**config.mk**
```make
export PLATFORM = sky130hd
export DESIGN_NAME = aes_word_io_flat
export DESIGN_NICKNAME = d
export VERILOG_FILES = /design/src/rtl/aes_io_pkg.sv /design/src/rtl/aes_word_io_if.sv /design/src/rtl/aes_word_io_word_packer.sv /design/src/rtl/aes_word_io.sv /design/src/flat_wrapper.sv
export SDC_FILE = /design/constraint.sdc
export NUM_CORES = 1
export LEC_CHECK = 0
export BUFFER_PORTS_ARGS = -buffer_cell sky130_fd_sc_hd__buf_2
export CORE_MARGIN = 2
export CORE_UTILIZATION = 33
export CTS_BUF_LIST = sky130_fd_sc_hd__clkbuf_4 sky130_fd_sc_hd__clkbuf_8
export DETAILED_ROUTE_END_ITERATION = 10
export MAX_ROUTING_LAYER = met4
export PLACE_DENSITY = 0.63
export SETUP_SLACK_MARGIN = 0.2
export SLEW_MARGIN = 20
export SYNTH_ARGS = -nofsm -noshare
export SYNTH_HDL_FRONTEND = slang
export SYNTH_SLANG_ARGS = --single-unit
export TNS_END_PERCENT = 10
```
**constraint.sdc**
```tcl
create_clock -name clk -period 29.5 [get_ports clk]
set_input_delay 2.95 -clock clk [delete_from_list [all_inputs] [get_ports clk]]
set_output_delay 2.95 -clock clk [all_outputs]
set_load 0.02 [all_outputs]
```
**src/rtl/aes_io_pkg.sv**
```systemverilog
// Shared types and constants for the AES-128 word-serial I/O block.
// Contents:
//   fsm_state_t     - LOAD / RUN / DRAIN control states
//   WORDS_PER_BLOCK - 32-bit words per 128-bit block
//   WORD_W, BLOCK_W - stream word width and block width
//   LAST_IDX        - index of the final word in a block (2-bit counters)
package aes_io_pkg;

  localparam int WORDS_PER_BLOCK = 4;
  localparam int WORD_W          = 32;
  localparam int BLOCK_W         = WORDS_PER_BLOCK * WORD_W;

  localparam logic [1:0] LAST_IDX = 2'(WORDS_PER_BLOCK - 1);

  typedef enum logic [1:0] {
    LOAD  = 2'd0,
    RUN   = 2'd1,
    DRAIN = 2'd2
  } fsm_state_t;

endpackage

```
**src/rtl/aes_word_io_if.sv**
```systemverilog
// Word-stream bundle between a producer/consumer and aes_word_io.
// Signals:
//   in_valid / in_ready / in_data / in_sel : input word stream (in_sel 1 = key word)
//   out_valid / out_ready / out_data       : ciphertext word stream
// Modports:
//   master - the environment side (drives input words, accepts output words)
//   slave  - the aes_word_io side
interface aes_word_io_if;
  import aes_io_pkg::*;

  logic              in_valid;
  logic              in_ready;
  logic [WORD_W-1:0] in_data;
  logic              in_sel;
  logic              out_valid;
  logic              out_ready;
  logic [WORD_W-1:0] out_data;

  modport master (
    output in_valid, in_data, in_sel, out_ready,
    input  in_ready, out_valid, out_data
  );

  modport slave (
    input  in_valid, in_data, in_sel, out_ready,
    output in_ready, out_valid, out_data
  );

endinterface

```
**src/rtl/aes_word_io_word_packer.sv**
```systemverilog
// 32-to-128 bit word packer, most significant word first.
// Ports:
//   clk, rst : clock, asynchronous active-high reset
//   en       : accept one word this cycle
//   data     : incoming word
//   commit   : high in the cycle the 4th word of a block is accepted
//   word     : assembled block (three shadowed words plus the incoming one),
//              meaningful while commit is high
module word_packer
  import aes_io_pkg::*;
(
  input  logic               clk,
  input  logic               rst,
  input  logic               en,
  input  logic [WORD_W-1:0]  data,
  output logic               commit,
  output logic [BLOCK_W-1:0] word
);

  // Only the first three words need storage; the fourth is used straight from data.
  logic [BLOCK_W-WORD_W-1:0] shadow_r;
  logic [1:0]                cnt_r;

  // Shift accepted words into the shadow and count them (wraps 3 -> 0).
  always_ff @(posedge clk or posedge rst) begin
    if (rst) begin
      shadow_r <= '0;
      cnt_r    <= 2'd0;
    end else if (en) begin
      shadow_r <= {shadow_r[BLOCK_W-2*WORD_W-1:0], data};
      cnt_r    <= cnt_r + 2'd1;
    end else begin
      shadow_r <= shadow_r;
      cnt_r    <= cnt_r;
    end
  end

  assign commit = en & (cnt_r == LAST_IDX);
  assign word   = {shadow_r, data};

endmodule

```
**src/rtl/aes_word_io.sv**
```systemverilog
// Word-serial front/back end for the AES-128 core.
// Collects a key and a plaintext block from a 32-bit stream, presents them to
// the core, waits LATENCY cycles, captures the core output and returns the
// ciphertext as four 32-bit words, most significant first.
// Ports:
//   clk, rst  : clock, asynchronous active-high reset
//   io        : word streams (slave side of aes_word_io_if)
//   busy      : a block is in flight (RUN or DRAIN)
//   aes_state : plaintext block to the core
//   aes_key   : last fully committed key to the core
//   aes_out   : ciphertext from the core
module aes_word_io
  import aes_io_pkg::*;
#(
  parameter int LATENCY = 21
) (
  input  logic               clk,
  input  logic               rst,
  aes_word_io_if.slave       io,
  output logic               busy,
  output logic [BLOCK_W-1:0] aes_state,
  output logic [BLOCK_W-1:0] aes_key,
  input  logic [BLOCK_W-1:0] aes_out
);

  localparam int               CNT_W    = $clog2(LATENCY + 1);
  localparam logic [CNT_W-1:0] LAST_CNT = CNT_W'(LATENCY - 1);

  fsm_state_t         state_r;
  fsm_state_t         next_state_s;
  logic               in_ready_s;
  logic               out_valid_nxt_s;
  logic               busy_nxt_s;
  logic               in_hs_s;
  logic               key_en_s;
  logic               pt_en_s;
  logic               key_commit_s;
  logic               pt_commit_s;
  logic [BLOCK_W-1:0] key_word_s;
  logic [BLOCK_W-1:0] pt_word_s;
  logic               lat_done_s;
  logic               out_hs_s;
  logic               drain_done_s;

  logic [CNT_W-1:0]   lat_cnt_r;
  logic [1:0]         out_idx_r;
  logic [BLOCK_W-1:0] result_r;
  logic [BLOCK_W-1:0] aes_state_r;
  logic [BLOCK_W-1:0] aes_key_r;
  logic               out_valid_r;
  logic               busy_r;

  assign in_hs_s      = io.in_valid & in_ready_s;
  assign key_en_s     = in_hs_s & io.in_sel;
  assign pt_en_s      = in_hs_s & ~io.in_sel;
  // The capture edge is the one on which the counter would step to LATENCY.
  assign lat_done_s   = (state_r == RUN) && (lat_cnt_r == LAST_CNT);
  assign out_hs_s     = out_valid_r & io.out_ready;
  assign drain_done_s = out_hs_s && (out_idx_r == LAST_IDX);

  word_packer u_key_packer (
    .clk    (clk),
    .rst    (rst),
    .en     (key_en_s),
    .data   (io.in_data),
    .commit (key_commit_s),
    .word   (key_word_s)
  );

  word_packer u_pt_packer (
    .clk    (clk),
    .rst    (rst),
    .en     (pt_en_s),
    .data   (io.in_data),
    .commit (pt_commit_s),
    .word   (pt_word_s)
  );

  // FSM state register.
  always_ff @(posedge clk or posedge rst) begin
    if (rst) begin
      state_r <= LOAD;
    end else begin
      state_r <= next_state_s;
    end
  end

  // FSM next-state decode.
  always_comb begin
    next_state_s = state_r;
    case (state_r)
      LOAD: begin
        if (pt_commit_s) begin
          next_state_s = RUN;
        end else begin
          next_state_s = LOAD;
        end
      end
      RUN: begin
        if (lat_done_s) begin
          next_state_s = DRAIN;
        end else begin
          next_state_s = RUN;
        end
      end
      DRAIN: begin
        if (drain_done_s) begin
          next_state_s = LOAD;
        end else begin
          next_state_s = DRAIN;
        end
      end
      default: next_state_s = LOAD;
    endcase
  end

  // FSM outputs: in_ready from the current state, next values of the registered flags.
  always_comb begin
    in_ready_s      = 1'b0;
    out_valid_nxt_s = 1'b0;
    busy_nxt_s      = 1'b0;
    case (state_r)
      LOAD:    in_ready_s = 1'b1;
      RUN:     in_ready_s = 1'b0;
      DRAIN:   in_ready_s = 1'b0;
      default: in_ready_s = 1'b0;
    endcase
    case (next_state_s)
      LOAD: begin
        out_valid_nxt_s = 1'b0;
        busy_nxt_s      = 1'b0;
      end
      RUN: begin
        out_valid_nxt_s = 1'b0;
        busy_nxt_s      = 1'b1;
      end
      DRAIN: begin
        out_valid_nxt_s = 1'b1;
        busy_nxt_s      = 1'b1;
      end
      default: begin
        out_valid_nxt_s = 1'b0;
        busy_nxt_s      = 1'b0;
      end
    endcase
  end

  // Core operands, latency counter, result shifter and registered status flags.
  always_ff @(posedge clk or posedge rst) begin
    if (rst) begin
      aes_key_r   <= '0;
      aes_state_r <= '0;
      lat_cnt_r   <= '0;
      result_r    <= '0;
      out_idx_r   <= 2'd0;
      out_valid_r <= 1'b0;
      busy_r      <= 1'b0;
    end else begin
      if (key_commit_s) begin
        aes_key_r <= key_word_s;
      end
      if (pt_commit_s) begin
        aes_state_r <= pt_word_s;
        lat_cnt_r   <= '0;
      end else if (state_r == RUN) begin
        lat_cnt_r <= lat_cnt_r + CNT_W'(1);
      end
      // out_data is the top word of result_r, so each accepted word shifts the next one up.
      if (lat_done_s) begin
        result_r  <= aes_out;
        out_idx_r <= 2'd0;
      end else if (out_hs_s) begin
        result_r  <= {result_r[BLOCK_W-WORD_W-1:0], {WORD_W{1'b0}}};
        out_idx_r <= out_idx_r + 2'd1;
      end
      out_valid_r <= out_valid_nxt_s;
      busy_r      <= busy_nxt_s;
    end
  end

  assign io.in_ready  = in_ready_s;
  assign io.out_valid = out_valid_r;
  assign io.out_data  = result_r[BLOCK_W-1 -: WORD_W];
  assign busy         = busy_r;
  assign aes_state    = aes_state_r;
  assign aes_key      = aes_key_r;

endmodule

```
**src/flat_wrapper.sv**
```systemverilog
// flat-port wrapper written by rule: the top's interface ports become plain ports
module aes_word_io_flat import aes_io_pkg::*;
#(
  parameter int LATENCY = 21
)
  (clk, rst, busy, aes_state, aes_key, aes_out, io_in_valid, io_in_data, io_in_sel, io_out_ready, io_in_ready, io_out_valid, io_out_data);
  aes_word_io_if io_i ();
  input  logic clk;
  input  logic rst;
  output logic busy;
  output logic [BLOCK_W-1:0] aes_state;
  output logic [BLOCK_W-1:0] aes_key;
  input  logic [BLOCK_W-1:0] aes_out;
  input wire logic [$bits(io_i.in_valid)-1:0] io_in_valid;
  input wire logic [$bits(io_i.in_data)-1:0] io_in_data;
  input wire logic [$bits(io_i.in_sel)-1:0] io_in_sel;
  input wire logic [$bits(io_i.out_ready)-1:0] io_out_ready;
  output wire logic [$bits(io_i.in_ready)-1:0] io_in_ready;
  output wire logic [$bits(io_i.out_valid)-1:0] io_out_valid;
  output wire logic [$bits(io_i.out_data)-1:0] io_out_data;
  assign io_i.in_valid = io_in_valid;
  assign io_i.in_data = io_in_data;
  assign io_i.in_sel = io_in_sel;
  assign io_i.out_ready = io_out_ready;
  assign io_in_ready = io_i.in_ready;
  assign io_out_valid = io_i.out_valid;
  assign io_out_data = io_i.out_data;
  aes_word_io #(.LATENCY(LATENCY)) u_core (.clk(clk), .rst(rst), .io(io_i), .busy(busy), .aes_state(aes_state), .aes_key(aes_key), .aes_out(aes_out));
endmodule
```
[Word level (Yosys, flattened, before mapping)]
Index checks and enable logic that the tools add are counted.
Storage, ports and cells
  output and inout port bits: 291
  memories: 0
  flip-flop bits (word level): 591
  word-level logic and storage cells: 50
  memory bits (writable): 0
  bits in latches: 0
  input port bits: 165
  ROM bits: 0
Operators by class
  equal/unequal tests: 8
  bitwise logic cells: 7
  magnitude comparators: 0
  add/subtract/negate cells: 4
  reductions and logical operators: 6
  $mul: 0
  mux-type cells: 13
  shift operators: 0
  div/mod/pow operators: 0
Operator list (count)
  128-bit 2-to-1 mux: 2
  2-bit == test (second input constant): 5
  5-bit 2-to-1 mux: 2
  2-bit 2-to-1 mux: 4
  2-bit by 1-bit adder with 2-bit output (second input constant): 3
  1-bit bitwise AND: 6
  2-bit one-hot mux with 3 select lines: 1
  5-bit by 1-bit adder with 5-bit output (second input constant): 1
  5-bit == test (second input constant): 1
  2-bit by 1-bit == test with 1-bit output (second input constant): 2
  1-bit 2-to-1 mux: 4
  2-bit nonzero test: 2
  1-bit logical AND: 2
  2-bit zero test: 1
  2-bit OR reduction: 1
  1-bit NOT: 1

[Depth between registers and ports, before layout]
  word-level depth: 10
  depth in mapped cells: 9
  depth with buffers taken out: 7

[Cells and area by module]
A second synthesis with hierarchy kept.
Unflattened totals
  cell total of the unflattened synthesis: 1555
  area total of the unflattened synthesis: 24449.7 µm²
By module, submodules not included
  aes_word_io: area each 16609.7 µm², instances 1, seq. area each 9884.5 µm², cells each 1071
  word_packer: area each 3920.0 µm², instances 2, seq. area each 2452.4 µm², cells each 242

[Least setup slack after synthesis]
OpenSTA, ideal clock, no wires.
  kind: input to register
  start point: input io_out_ready
  end point: register u_core.result_r[100]
  arrival time: 4.136 ns
  path buffers: 2
  cell stages on the path: 5
  setup time: 0.125 ns
  slack: 25.239 ns
  required time: 29.375 ns
  cells stage by stage: nand2_1 clkbuf_1 buf_2 mux2_2 mux2_2
On the way
  cells in the longest elaborated chain, start to end: 2
Ends and longest elaborated chain
  start: declaration: RTL line flat_wrapper.sv:17  | input wire logic [$bits(io_i.out_ready)-1:0] io_out_ready;
  1-bit bitwise AND: RTL line aes_word_io.sv:58  | assign out_hs_s = out_valid_r & io.out_ready;
  2-bit nonzero test (no line)
  end signal: assignment: RTL line aes_word_io.sv:170  | result_r <= aes_out;
  end signal: assignment: RTL line aes_word_io.sv:173  | result_r <= {result_r[BLOCK_W-WORD_W-1:0], {WORD_W{1'b0}}};
  end: declaration: RTL line aes_word_io.sv:47  | logic [BLOCK_W-1:0] result_r;
No other way between the ends.
A chain may end at the register's enable or synchronous reset.

==> results by group <==
Critical path
  • Crit-path max FO: 125
  • CP startpoint kind: primary input
  • Critical path arrival: 6210 ps
  • CP Class: primary input to async pin
  • Worst Path Required: 30240 ps
  • R2R cell count: 5
  • Worst setup EP type: async pin

Power
  • PwrDens: 92.1 nW/µm²
  • Power Total: 0.00271 W
  • Clk network pwr share: 0.313
  • Switch share: 0.320
  • Switching pwr: 0.000865 W
  • Comb power frac: 0.243
  • Pleak: 16.2 nW
  • Reg power frac: 0.444
  • Int Pwr: 0.00184 W
  • Maximum vdd drop: 50.2 µV

Logic synthesis
  • Synthesized area: 24100 µm²
  • Synth Area in XOR/XNOR: 0.00182
  • Largest family of logic cells by synthesized area: multiplexers
  • Area leader, netlist: dfrtp_1
  • Post-Synthesis Cells: 1694
  • Register bit count reported by yosys: 591
  • Synth Area in Adders: 0.00312
  • Post-synthesis mux area share: 0.284
  • Count of different cell masters after synthesis: 34
  • Synth top area cells: dfrtp_1, mux2_2, mux2_4
  • Syn Nets: 1865
  • Top-area cell type share of the netlist area: 0.614
  • Warning count from the yosys run: 0
  • Sequential area share after synthesis: 0.614
  • Synth Area in Simple Gates: 0.0561
  • Compound-Gate Fraction of Synth Area: 0.00317
  • Average size of a mapped cell: 14.2 µm²

Floorplan
  • Initial core utilization: 0.332
  • Core Region: 72600 µm²
  • # IOs: 456
  • Die area: 75200 µm²
  • Die width: 274 µm
  • Site row count: 99
  • Die Height: 274 µm

Clocking
  • Setup Buffers After CTS: 0
  • CTS H-tree depth: 3
  • Root Driver: clkbuf_8
  • CTS tree: built
  • Num CTS Buffers: 101
  • Clk pin slew, worst setup/hold paths: 60 ps
  • PostCTS Resize Cnt: 0
  • Clk sinks: 591
  • Clock Latency Late Sink: 730 ps
  • CTS max path bufs: 3
  • Hold buffers post-CTS: 0

Global route
  • Largest net degree at the start of global routing: 126
  • Gr usage total: 0.163
  • Vias in the first global route: 15300
  • Initial antenna violation count: 3
  • First-pass GRT wire length: 91.3 mm
  • Gr ovfl total: 0

Timing
  • Fin crit period: 5470 ps
  • Max-slew violations: 0
  • Post-route clock period utilization: 0.185
  • Rel. slew slack: 0.244
  • RSZ-0062 raised after global routing: no
  • Max frequency: 183 MHz
  • Final Setup Violations: 0
  • Setup TNS: 0 ps
  • Actual slew at the worst max-slew pin: 1130 ps
  • Final hold violation count: 0
  • Skew final: 54.8 ps

Outcome
  • Outcome: finished clean

Route
  • Iter 0 DRT Violations: 800
  • Pre-antenna DRT Iters: 4
  • Routed wire length: 60.8 mm
  • Per-cell routed wire length: 19.1 µm
  • Routed Antenna Nets: 0
  • DR vias/cell: 4.55
  • DRC Markers: 0
  • Vias: 14500

Flow run
  • Max Cap Viol: 0

Layout
  • Nets: 2317
  • Area delta synth->final: 22.0%
  • Design area: 29400 µm²
  • Finished Core Util: 0.405
  • Share of cells above drive strength 1: 0.496
  • Final cell count without fillers: 3190

Hold path
  • Hold path cells: 2
  • Hold Path Class: flip-flop to flip-flop

Placement
  • Placer's final routability congestion estimate: 0.844
  • Cell Area, Placed: 27000 µm²
  • Port Buffer Count: 455
  • Placed Cells: 3002
  • HPWL after DPL: 41.4 mm
## metal layers
layer / vias up / track usage / part of all wire
met2: 488 / 0.260 / 0.48
met4: 0 / 0.0589 / 0.026
met3: 106 / 0.0546 / 0.088
met1: 7304 / 0.192 / 0.41
li1: 6609 / - / -
met5: - / - / 0
## stage by stage
stage	setup WS [ps]	hold slack (ps)
global placement	23270	452
CTS	23990	460
detailed placement	23190	455
finish	24030	467
floorplan	10010	438
global route	23480	489
## worst max-delay path, cell delays in order
cell	delay, ps
buf_2	130
inv_8	530
buf_4	680
buf_4	810
buf_4	760
## power groups by stage
stage,clock network (W),registers [W],logic (W)
2_1_floorplan,0,0.00124,0.000425
3_3_place_gp,0,0.00120,0.000648
3_5_place_dp,0,0.00122,0.000666
4_1_cts,0.000876,0.00121,0.000668
5_1_grt,0.000917,0.00123,0.000715
6_report,0.000848,0.00120,0.000658
## Yosys cell counts
cell	instances
nor2_1	2
nor4b_4	1
mux2_1	107
mux2i_1	33
ha_1	6
a22oi_1	1
mux2_2	338
a31o_2	1
mux2_4	100
and4bb_1	1
buf_2	53
buf_4	36
buf_6	14
a21boi_0	1
o21ai_0	1
o211a_1	1
a2bb2oi_1	1
inv_1	37
or3_1	1
xnor2_1	2
a22o_1	1
or4b_1	1
and3_1	1
nand3b_1	1
xor2_1	3
nand2_1	328
clkbuf_1	20
nand4b_1	1
nor3_2	1
nand2_2	1
nand3_1	3
dfrtp_1	591
nor2b_1	1
a21oi_1	4
## area by class of cell
cell class / count / area [µm²]
clock buffer: 163 / 2040
tap: 959 / 1200
sequential: 591 / 14800
timing repair buffer: 472 / 2400
fill: 6876 / 43200
antenna: 3 / 7.51
clock inverter: 22 / 372
inverter: 37 / 146
multi-input combinational: 943 / 8430
## registers in the layout (all words and copies together), names as in the netlist, 5 cells and up
register                      cells
u_core.u_key_packer.shadow_r     96
u_core.lat_cnt_r                  5
u_core.aes_key                  128
u_core.result_r                 128
u_core.aes_state                128
u_core.u_pt_packer.shadow_r      96
## cells by family (layout without fill, tap and decap cells)
logic type               Yosys count  after routing
multiplexers                     578            578
flip-flops                       591            591
XOR/XNOR                           5              5
adder cells (fa/ha/maj)            6              6
AO/OA/AOI/OAI                     11             11
AND/OR/NAND/NOR                  343            343
other                              0              3
buffers and inverters            160            694
## path summary, 6_finish.rpt
path	from	to	slack, ps
max	rst	u_core.u_pt_packer.shadow_r[67]$_DFFE_PP0P_	24030
min	u_core.u_pt_packer.shadow_r[84]$_DFFE_PP0P_	u_core.u_pt_packer.shadow_r[84]$_DFFE_PP0P_	470
max reg2reg	u_core.state_r[1]$_DFF_PP0_	u_core.aes_key[123]$_DFFE_PP0P_	25720
min reg2reg	u_core.u_pt_packer.shadow_r[84]$_DFFE_PP0P_	u_core.u_pt_packer.shadow_r[84]$_DFFE_PP0P_	470
max in group clk	io_in_sel	u_core.aes_key[123]$_DFFE_PP0P_	24070
min in group asynchronous	rst	u_core.result_r[101]$_DFFE_PP0P_	2360
## cell usage in the layout (no fill, tap or decap), types with 3 or more instances in the layout
master / count
nand3_1: 3
mux2_4: 100
mux2_1: 107
inv_1: 36
mux2_2: 338
bufinv_16: 6
mux2i_1: 33
buf_2: 455
xor2_1: 3
clkinvlp_4: 3
inv_16: 3
a21oi_1: 4
diode_2: 3
dfrtp_1: 591
nand2_1: 326
buf_4: 17
clkbuf_8: 131
ha_1: 6
clkbuf_4: 32
clkinv_2: 6
Note: power is estimated with default switching activity, not from simulation.
